--- src/rtl/if_id_dump_tx.sv ---
// Debug serializer: snapshots the IF/ID latch word and sends it to the UART TX
// as HEADER, data bytes MSB first, then an XOR checksum.
module if_id_dump_tx #(
  parameter int          DATA_W = 64,
  parameter logic [7:0]  HEADER = 8'hA5
) (
  input  logic              clk,
  input  logic              rst,
  input  logic [DATA_W-1:0] i_data,
  input  logic              i_trigger,
  input  logic              i_tx_done,
  output logic              o_tx_start,
  output logic [7:0]        o_tx_byte,
  output logic              o_busy,
  output logic              o_frame_done
);
  localparam int N     = DATA_W / 8;
  localparam int IDX_W = $clog2(N + 2);
  localparam logic [IDX_W-1:0] IDX_LAST = IDX_W'(N + 1);

  typedef enum logic [1:0] {S_IDLE, S_SEND, S_WAIT, S_DONE} state_t;

  state_t              state_q, state_d;
  logic [DATA_W-1:0]   shadow_q, shadow_d;
  logic [7:0]          chk_q, chk_d;
  logic [IDX_W-1:0]    idx_q, idx_d, idx_inc;
  logic [7:0]          tx_byte_q, tx_byte_d;
  logic                tx_start_q, tx_start_d;
  logic                busy_q, busy_d;
  logic                frame_done_q, frame_done_d;
  logic [7:0]          data_byte;

  assign idx_inc = idx_q + IDX_W'(1);

  // Data byte for the next frame position; position k+1 holds shadow byte k from the MSB end.
  always_comb begin
    data_byte = '0;
    for (int k = 0; k < N; k++)
      if (idx_inc == IDX_W'(k + 1)) data_byte = shadow_q[DATA_W-1-8*k -: 8];
  end

  always_comb begin
    state_d      = state_q;
    shadow_d     = shadow_q;
    chk_d        = chk_q;
    idx_d        = idx_q;
    tx_byte_d    = tx_byte_q;
    tx_start_d   = 1'b0;
    busy_d       = busy_q;
    frame_done_d = 1'b0;
    case (state_q)
      S_IDLE: begin
        if (i_trigger) begin
          shadow_d   = i_data;
          chk_d      = HEADER;
          idx_d      = '0;
          tx_byte_d  = HEADER;
          tx_start_d = 1'b1;
          busy_d     = 1'b1;
          state_d    = S_SEND;
        end
      end
      S_SEND: state_d = S_WAIT;
      S_WAIT: begin
        if (i_tx_done) begin
          if (idx_q == IDX_LAST) begin
            frame_done_d = 1'b1;
            state_d      = S_DONE;
          end else begin
            // The byte on the wire is byte[idx]; fold it only for data positions.
            if (idx_q != '0) chk_d = chk_q ^ tx_byte_q;
            idx_d      = idx_inc;
            tx_byte_d  = (idx_inc == IDX_LAST) ? chk_d : data_byte;
            tx_start_d = 1'b1;
            state_d    = S_SEND;
          end
        end
      end
      S_DONE: begin
        busy_d  = 1'b0;
        state_d = S_IDLE;
      end
      default: state_d = S_IDLE;
    endcase
  end

  always_ff @(posedge clk) begin
    if (!rst) begin
      state_q      <= S_IDLE;
      shadow_q     <= '0;
      chk_q        <= '0;
      idx_q        <= '0;
      tx_byte_q    <= '0;
      tx_start_q   <= 1'b0;
      busy_q       <= 1'b0;
      frame_done_q <= 1'b0;
    end else begin
      state_q      <= state_d;
      shadow_q     <= shadow_d;
      chk_q        <= chk_d;
      idx_q        <= idx_d;
      tx_byte_q    <= tx_byte_d;
      tx_start_q   <= tx_start_d;
      busy_q       <= busy_d;
      frame_done_q <= frame_done_d;
    end
  end

  assign o_tx_start   = tx_start_q;
  assign o_tx_byte    = tx_byte_q;
  assign o_busy       = busy_q;
  assign o_frame_done = frame_done_q;
endmodule

--- config.mk ---
export PLATFORM = sky130hd
export DESIGN_NAME = if_id_dump_tx
export DESIGN_NICKNAME = d
export VERILOG_FILES = /design/src/rtl/if_id_dump_tx.sv
export SDC_FILE = /design/constraint.sdc
export NUM_CORES = 1
export LEC_CHECK = 0
export ABC_AREA = 1
export BUFFER_PORTS_ARGS = -buffer_cell sky130_fd_sc_hd__buf_2
export CORE_MARGIN = 1
export CORE_UTILIZATION = 30
export CTS_CLUSTER_SIZE = 30
export DETAILED_ROUTE_END_ITERATION = 10
export GPL_TIMING_DRIVEN = 0
export PLACE_DENSITY = 0.46
export SYNTH_ARGS = -nofsm -noshare
export SYNTH_HDL_FRONTEND = slang
export SYNTH_SLANG_ARGS = --single-unit
--- constraint.sdc ---
create_clock -name clk -period 2.2 [get_ports clk]
set_input_delay 0.11 -clock clk [delete_from_list [all_inputs] [get_ports clk]]
set_output_delay 0.11 -clock clk [all_outputs]
set_load 0.02 [all_outputs]
-- Word-level counts from Yosys, hierarchy flattened
Cells that the tools add are included.
- register bits: 89
- input bits: 68
- output and inout bits: 11
- word-level logic and storage cells: 67
- add/subtract/negate cells: 1
- equality and inequality tests: 16
- mux-type cells: 32
- bitwise gates (word level): 1
- reductions and logical operators: 9
- operator list (kind ; number):
    8-bit 2-to-1 mux ; 15
    8-bit one-hot mux with 2 select lines ; 2
    4-bit by 3-bit == test with 1-bit output, second input constant ; 4
    4-bit == test, second input constant ; 3
    4-bit 2-to-1 mux ; 3
    4-bit by 2-bit == test with 1-bit output, second input constant ; 2
    2-bit one-hot mux with 4 select lines ; 1
    4-bit one-hot mux with 2 select lines ; 1
    8-bit bitwise XOR ; 1
    2-bit 2-to-1 mux ; 3
    2-bit != test, second input constant ; 3
    2-bit AND reduction ; 3
    1-bit 2-to-1 mux ; 5
    4-bit by 1-bit adder with 4-bit output, second input constant ; 1
    2-bit == test, second input constant ; 2
    4-bit by 1-bit == test with 1-bit output, second input constant ; 1
    1-bit one-hot mux with 2 select lines ; 2
    4-bit AND reduction ; 1
    2-bit nonzero test ; 2
    4-bit nonzero test ; 1
    3-bit AND reduction ; 1
    2-bit by 1-bit == test with 1-bit output, second input constant ; 1
    2-bit logical NOT ; 1

-- Depth between registers and ports, before layout
Gate-level depths: netlist (run 1).
- depth in word-level cells: 14
- depth in mapped cells: 17

-- Least setup slack after synthesis (run 1)
Ideal clock, no wire load.
- path type: flip-flop to flip-flop
- from: register idx_q[1]
- to: register tx_byte_q[6] (netlist: o_tx_byte[6])
- library setup time: 0.070 ns
- arrival: 1.874 ns
- path slack: 0.255 ns
- stages on the path, launching flop included: 14
- buffers on the path: 1
- clock period less this slack: 1.945 ns
- cell sequence: dfxtp_1 > inv_1 > ha_1 > buf_2 > inv_2 > nor3_1 > nand2_1 > nand2_2 > nor2_4 > inv_2 > or2_2 > nand2_1 > nand2_1 > a21oi_1
- longest elaborated chain between the ends: 14
- elaborated cells between the ends (all ways): 27
- classes of those cells: add/sub (1); eq/ne (11); mux (13); reduce/logical (2)
- ends and longest elaborated chain (element ; line ; text):
    from (decl) ; 26 ; logic [IDX_W-1:0] idx_q, idx_d, idx_inc;
    from (signal assigned) ; 101 ; idx_q <= idx_d;
    4-bit by 1-bit adder with 4-bit output ; 33 ; assign idx_inc = idx_q + IDX_W'(1);
    4-bit by 1-bit == test with 1-bit output ; 39 ; if (idx_inc == IDX_W'(k + 1)) data_byte = shadow_q[DATA_W-1-8*k -: 8];
    8-bit 2-to-1 mux (8 in a row) ; 39 ;
    8-bit 2-to-1 mux ; 73 ; tx_byte_d = (idx_inc == IDX_LAST) ? chk_d : data_byte;
    8-bit 2-to-1 mux ; 66 ; if (idx_q == IDX_LAST) begin
    8-bit 2-to-1 mux ; 65 ; if (i_tx_done) begin
    8-bit one-hot mux with 2 select lines ; 51 ; case (state_q)
    to (signal assigned) ; 102 ; tx_byte_q <= tx_byte_d;
    to (decl) ; 27 ; logic [7:0] tx_byte_q, tx_byte_d;
Several ways; a longest one is shown, not always the timed one. The select of a mux whose other input is x is not followed.
A chain may end at the register's enable or synchronous reset.

-- Worst setup path after layout (run 1)
- from: register idx_q[1]
- to: register tx_byte_q[1] (netlist: o_tx_byte[1])
Same word-level chain as after synthesis.

==> summary.txt, run 1 <==
Critical path
  • Critical path buffers and inverters: 4
  • Most used cell along the critical path: nand2_1
  • R2r worst-path depth: 16
  • Critical path's slowest cell: dfxtp_4
  • WP data arrival: 2.30 ns
  • Worst EP required: 2.43 ns
  • Worst R2R Setup Slack: 0.13 ns
  • Crit end category: flop
  • CP max stage delay: 0.37 ns
  • Critical path class: reg -> reg
  • CP Launch Type: flop
  • Crit-path cells: ha_4 -> xnor2_4 -> inv_4 -> nand2_4 -> inv_4 -> nand2_4 -> buf_6 -> nand2_2 -> inv_2 -> nand3_2 -> nand2_1 -> nand2_1 -> nand2_1 -> nand3_1 -> nand2_1 -> a21oi_2
  • Critical Path Fanout Max: 10
  • CP Depth: 16
  • Largest delay share family, worst path: simple AND/OR/NAND/NOR gates

Timing
  • Setup TNS: 0 ns
  • Fmax: 482 MHz
  • Final Max Tran Viols: 0
  • Final Hold Viols: 0
  • Post-layout minimum cycle time: 2.07 ns
  • Setup Viol. Count Final: 0
  • Final worst path period share: 94.2%
  • Tightest Pin Transition: 0.694 ns
  • Clk_skew: 0.00731 ns
  • Slew margin rel.: 53.7%

Routing
  • Vias: 4011
  • Drt pass-1 iters: 7
  • Routed WL: 11500 um
  • Residual DRC count: 2
  • ANT nets after route: 0
  • 1st-iter DRT viols: 224
  • DR WL/cell: 12.8 um
  • Vias per Instance: 4.47

Final layout
  • Nets@finish: 785
  • Multi-input logic area: 2130 sq um
  • Synthesis-to-layout area growth: 23.4%
  • # diodes: 0
  • Fillcell total: 1520
  • Ratio of cells with drive above 1 in the final layout: 19.9%
  • Flip-flop and latch area: 1790 sq um
  • Post-route cell area: 5220 sq um
  • Most frequent cells in the layout: nor2_1, nand2_1, dfxtp_1

Synthesis
  • EDFF count, synth: 0
  • Seq/Total Area, Yosys: 42.1%
  • Synthesized Nets: 690
  • Synth Register Bits: 89
  • Mapped Area: 4230 sq um
  • Ys async rst share: 0%
  • Synth warnings: 0
  • Post-Synthesis Cells: 617
  • Primary FF master, synth: dfxtp_1
  • Synth Area per Inst: 6.85 sq um
  • Count of cell types in the netlist: 33

Power and ir drop
  • Clock power frac: 38.3%
  • Seq pwr share: 47.7%
  • Net switching power: 1.04 mW
  • Int Pwr: 2.77 mW
  • Power share of the combinational group: 14.1%
  • Leakage power: 2.32 nW
  • Switch share: 27.2%
  • Peak VDD IR: 0.405 mV
  • Power Dens Cells: 729 nW/um^2

Floorplan
  • Initial Util: 30.6%
  • CORE AREA: 13800 sq um
  • Die area: 14600 sq um
  • Ports: 79
  • Die Ht: 121 um
  • Die width: 121 um
  • Rows: 43

CTS
  • Worst-Skew Late Latency: 0.35 ns
  • Clk buf depth: 2
  • Clk slew on worst S/H paths: 0.07 ns
  • CTS sink cnt: 89
  • CTS tree: yes
  • Htree depth: 3
  • Total CTS buffers: 9
  • Root Driver: clkbuf_16

Placed design
  • Dpl hpwl: 8690 um
  • Placer Congestion: 0.760
  • IO buf count: 77
  • Placed cell area: 4840 sq um

Run
  • Max_cap viols: 0

Outcome
  • Outcome: finished with violations
  • Violated checks: DRC

GRT
  • First-pass GRT wire length: 18700 um
  • Gr usage total: 16.9%
  • Vias in the first global route: 3766
  • Largest net degree at the start of global routing: 14
  • GRT Residual Overflow: 0
  • Initial antenna violation count: 0

Min path
  • Cell depth of the worst min-delay path: 3
  • Worst hold path class: in -> reg
## worst min-delay path, cell delays in order
cell and delay (ns):
buf_2 0.07, o21ai_0 0.07, nor2_1 0.07
## cell families (layout without fill, tap and decap cells)
family / count (synthesis) / count (layout) / share of synthesized area (%)
AOI/OAI and AO/OA: 121 / 121 / 15.0
xor gates and xnor gates: 6 / 6 / 1.69
adders and majority gates: 5 / 5 / 1.48
buffers and inverters: 88 / 188 / 8.43
DFF: 89 / 89 / 42.1
and+or+nand+nor: 308 / 308 / 31.2
## power groups by stage
stage               combinational, mW  clock (mW)  sequential (mW)
finish                          0.536        1.46             1.81
global route                    0.618        1.57             1.83
CTS                             0.540        1.50             1.82
detailed placement              0.534           0             1.85
global placement                0.526           0             1.85
floorplan                       0.329           0             1.85
## Yosys cell counts (2+ instances only)
| cell type | number | share of area [%] |
|---|---|---|
| or2_1 | 2 | 0.30 |
| a21oi_2 | 5 | 1.0 |
| inv_4 | 2 | 0.30 |
| a21oi_1 | 24 | 2.8 |
| nor2_1 | 124 | 11 |
| nand2_2 | 3 | 0.44 |
| buf_6 | 2 | 0.53 |
| a211oi_1 | 4 | 0.71 |
| nand2_1 | 125 | 11 |
| o21ai_0 | 86 | 10 |
| buf_1 | 4 | 0.35 |
| nor2_4 | 4 | 1.1 |
| or2_2 | 9 | 1.3 |
| nand3b_1 | 3 | 0.53 |
| nand3_1 | 19 | 2.2 |
| inv_2 | 4 | 0.35 |
| nor2_2 | 2 | 0.30 |
| clkbuf_1 | 22 | 2.0 |
| xor2_1 | 5 | 1.0 |
| nand4_1 | 11 | 1.6 |
| nand2_4 | 3 | 0.80 |
| buf_2 | 2 | 0.24 |
| ha_1 | 5 | 1.5 |
| dfxtp_1 | 89 | 42 |
| inv_1 | 50 | 4.4 |
## sequential cells by signal, indices dropped and copies added (netlist names)
name	flops
state_q	2
o_tx_byte	8
o_tx_start	1
idx_q	4
o_frame_done	1
shadow_q	64
o_busy	1
chk_q	8
## final cells by class
type	count	share of cell area (%)
Buffer	31	2.71
Sequential cell	89	34.2
Timing Repair Buffer	84	8.44
Clock buffer	13	4.99
Clock inverter	3	0.288
Multi-Input combinational cell	440	40.8
Tap cell	180	4.32
Inverter	57	4.24
## final timing paths
path	startpoint	end
worst max-delay path	idx_q[1]	o_tx_byte[1]
worst min-delay path	i_data[63]	shadow_q[63]
worst max register to register	idx_q[1]	o_tx_byte[1]
worst min register to register	shadow_q[3]	shadow_q[3]
## per-stage QoR
step	power (mW)	util (%)	worst slack, ns	hold WS (ns)	std cells
final	3.80	37.7	0.127	0.0110	897
after global placement	2.37	35.0	-0.203	0.365	874
after global routing	4.02	37.7	-0.00635	0.0141	897
after detailed placement	2.39	35.0	-0.223	0.368	874
after CTS	3.86	37.3	0.0223	0.00495	894
after floorplan	2.17	-	0.255	0.277	617
## routing by layer
metal | up-vias | GRT usage, % | share of wire, %
met5 | - | 0 | 0
met4 | 0 | 6.71 | 1.8
met3 | 14 | 4.01 | 3.3
met2 | 57 | 27.7 | 47
met1 | 1790 | 21.3 | 48
li1 | 2150 | - | -
## repair_timing
action,4_1_cts,5_1_grt
hold endpoints to repair,1,0
endpoints found under the setup margin,15,18
hold buffers,1,0
pin swaps,3,2
setup buffers,3,3
gates resized for setup,4,10
No activity file was read; power rests on OpenSTA's default activity.
==> inputs of run 2 (changes only) <==
--- a/config.mk
+++ b/config.mk
@@ -7,6 +7,7 @@
 export LEC_CHECK = 0
 export ABC_AREA = 1
 export BUFFER_PORTS_ARGS = -buffer_cell sky130_fd_sc_hd__buf_2
+export CORE_ASPECT_RATIO = 2
 export CORE_MARGIN = 1
 export CORE_UTILIZATION = 30
 export CTS_CLUSTER_SIZE = 30
==> summary.txt, run 2 (same netlist as run 1, synthesis figures left out) <==
Routing
  • Drt pass-1 iters: 4
  • 1st-iter DRT viols: 177
  • Vias: 4060
  • DR WL/cell: 13.4 um
  • Vias per Instance: 4.49
  • ANT nets after route: 0
  • Routed WL: 12100 um
  • Residual DRC count: 0

Timing
  • Final Hold Viols: 0
  • Final Max Tran Viols: 0
  • Final worst path period share: 94.9%
  • Slew margin rel.: 62.4%
  • Worst hold margin: 0.0101 ns
  • Setup Viol. Count Final: 0
  • Tightest Pin Transition: 0.563 ns
  • Setup ws final: 0.112 ns
  • Clk_skew: 0.00786 ns
  • Fmax: 479 MHz
  • Post-layout minimum cycle time: 2.09 ns

Final layout
  • Largest Register: shadow_q
  • Fillcell total: 1522
  • Synthesis-to-layout area growth: 24.5%
  • # diodes: 0
  • Nets@finish: 783
  • Max reg flops: 64
  • Ratio of cells with drive above 1 in the final layout: 20.4%
  • Most frequent cells in the layout: nor2_1, nand2_1, dfxtp_1
  • Post-route cell area: 5260 sq um
  • Util after Layout: 38.1%

Run
  • Max_cap viols: 0

Critical path
  • CP Launch Type: flop
  • Critical path's slowest cell: dfxtp_4
  • Critical path class: reg -> reg
  • Crit end category: flop
  • Most used cell along the critical path: nand2_1
  • CP max stage delay: 0.38 ns
  • Worst EP required: 2.47 ns
  • Crit-path cells: inv_1 -> ha_1 -> buf_2 -> inv_4 -> nor3_2 -> nand2_1 -> nand2_4 -> nor2_4 -> inv_4 -> or2_2 -> nand2_1 -> nand2_1 -> a21oi_1
  • Critical Path Fanout Max: 10
  • WP data arrival: 2.36 ns

Power and ir drop
  • Switch share: 27.2%
  • Clock power frac: 41.9%
  • Power Dens Cells: 768 nW/um^2
  • Int Pwr: 2.94 mW
  • Seq pwr share: 44.9%
  • Peak VDD IR: 0.381 mV
  • Net switching power: 1.10 mW
  • Leakage power: 2.34 nW
  • Power share of the combinational group: 13.2%

Floorplan
  • Die area: 14600 sq um
  • Ports: 79
  • Rows: 61
  • Initial Util: 30.6%
  • Die Ht: 170 um
  • CORE AREA: 13800 sq um
  • Die width: 86.0 um

Outcome
  • Outcome: complete, no violations

Placed design
  • Place WS: -0.182 ns
  • Placer Congestion: 0.846
  • IO buf count: 77
  • Placed cell area: 4850 sq um
  • Dpl hpwl: 9550 um

GRT
  • GRT Residual Overflow: 0
  • First-pass GRT wire length: 19400 um
  • Largest net degree at the start of global routing: 17
  • Vias in the first global route: 3901
  • Initial antenna violation count: 0
  • Gr usage total: 17.4%

CTS
  • Htree depth: 3
  • Total CTS buffers: 9
  • Worst-Skew Late Latency: 0.34 ns
  • CTS sink cnt: 89
  • Root Driver: clkbuf_16
  • Clk slew on worst S/H paths: 0.07 ns
  • CTS tree: yes
  • Clk buf depth: 2

Min path
  • Worst hold path class: in -> reg
run 2: changes by cell type in the layout (fill, tap and decap cells not counted), moves of 2 or more:
cell        delta
clkinvlp_4     +2
clkinv_2       -3
nand3_1        -2
clkbuf_1       -2
clkbuf_8       -2
bufinv_16      +2
nand3_2        +2
inv_6          +2
run 2: timing repair:
action,in CTS,in global routing
hold buffers,0,0
gates resized for setup,5,9
endpoints found under the setup margin,14,11
pin swaps,2,3
setup buffers,4,1
run 2: final cells by class:
class | count | area [sq um] | share of cell area, %
flip-flops and latches | 89 | 1790 | 33.9
clock inverters | 7 | 101 | 1.93
plain buffers | 31 | 139 | 2.64
inverters | 57 | 224 | 4.25
multi-input cells | 440 | 2130 | 40.4
well taps | 189 | 236 | 4.49
repair buffers | 82 | 423 | 8.03
clock buffers | 9 | 225 | 4.28
run 2: power by group through the flow:
stage               clock, mW  sequential (mW)  combinational (mW)
global route             1.81             1.83               0.613
CTS                      1.74             1.82               0.540
floorplan                   0             1.85               0.329
detailed placement          0             1.85               0.534
global placement            0             1.85               0.528
finish                   1.69             1.81               0.535
run 2: per-stage QoR:
stage                     power [mW]  instances   TNS, ns
after floorplan                 2.17        617         0
after global placement          2.38        883     -1.37
after detailed placement        2.39        883     -1.40
after CTS                       4.09        903   -0.0177
after global routing            4.25        904  -0.00465
final                           4.04        904         0
run 2: routing by layer:
layer	up-vias	track usage, %	wire length (um)	part of all wire, %
li1	2144	-	-	-
met1	1794	18.6	4780	39
met2	94	31.6	6450	53
met3	28	2.57	425	3.5
met4	0	10.3	487	4.0
met5	-	0	0	0
run 2: worst max-delay path: cells and delay by family, from the launching register on:
kind	cells	cell delay, ns
simple gates	7	0.87
compound gates	1	0.11
buf+inv	4	0.46
flops	1	0.38
fa+ha+maj	1	0.18
run 2: path summary, 6_finish.rpt:
| path | from | end | slack (ns) | cells past startpoint |
|---|---|---|---|---|
| worst max-delay path | idx_q[1] | o_tx_byte[6] | 0.11 | 13 |
| worst min-delay path | i_data[39] | shadow_q[39] | 0.01 | 3 |
| worst max register to register | idx_q[1] | o_tx_byte[6] | 0.11 | 13 |
| worst min register to register | shadow_q[4] | shadow_q[4] | 0.45 | 2 |
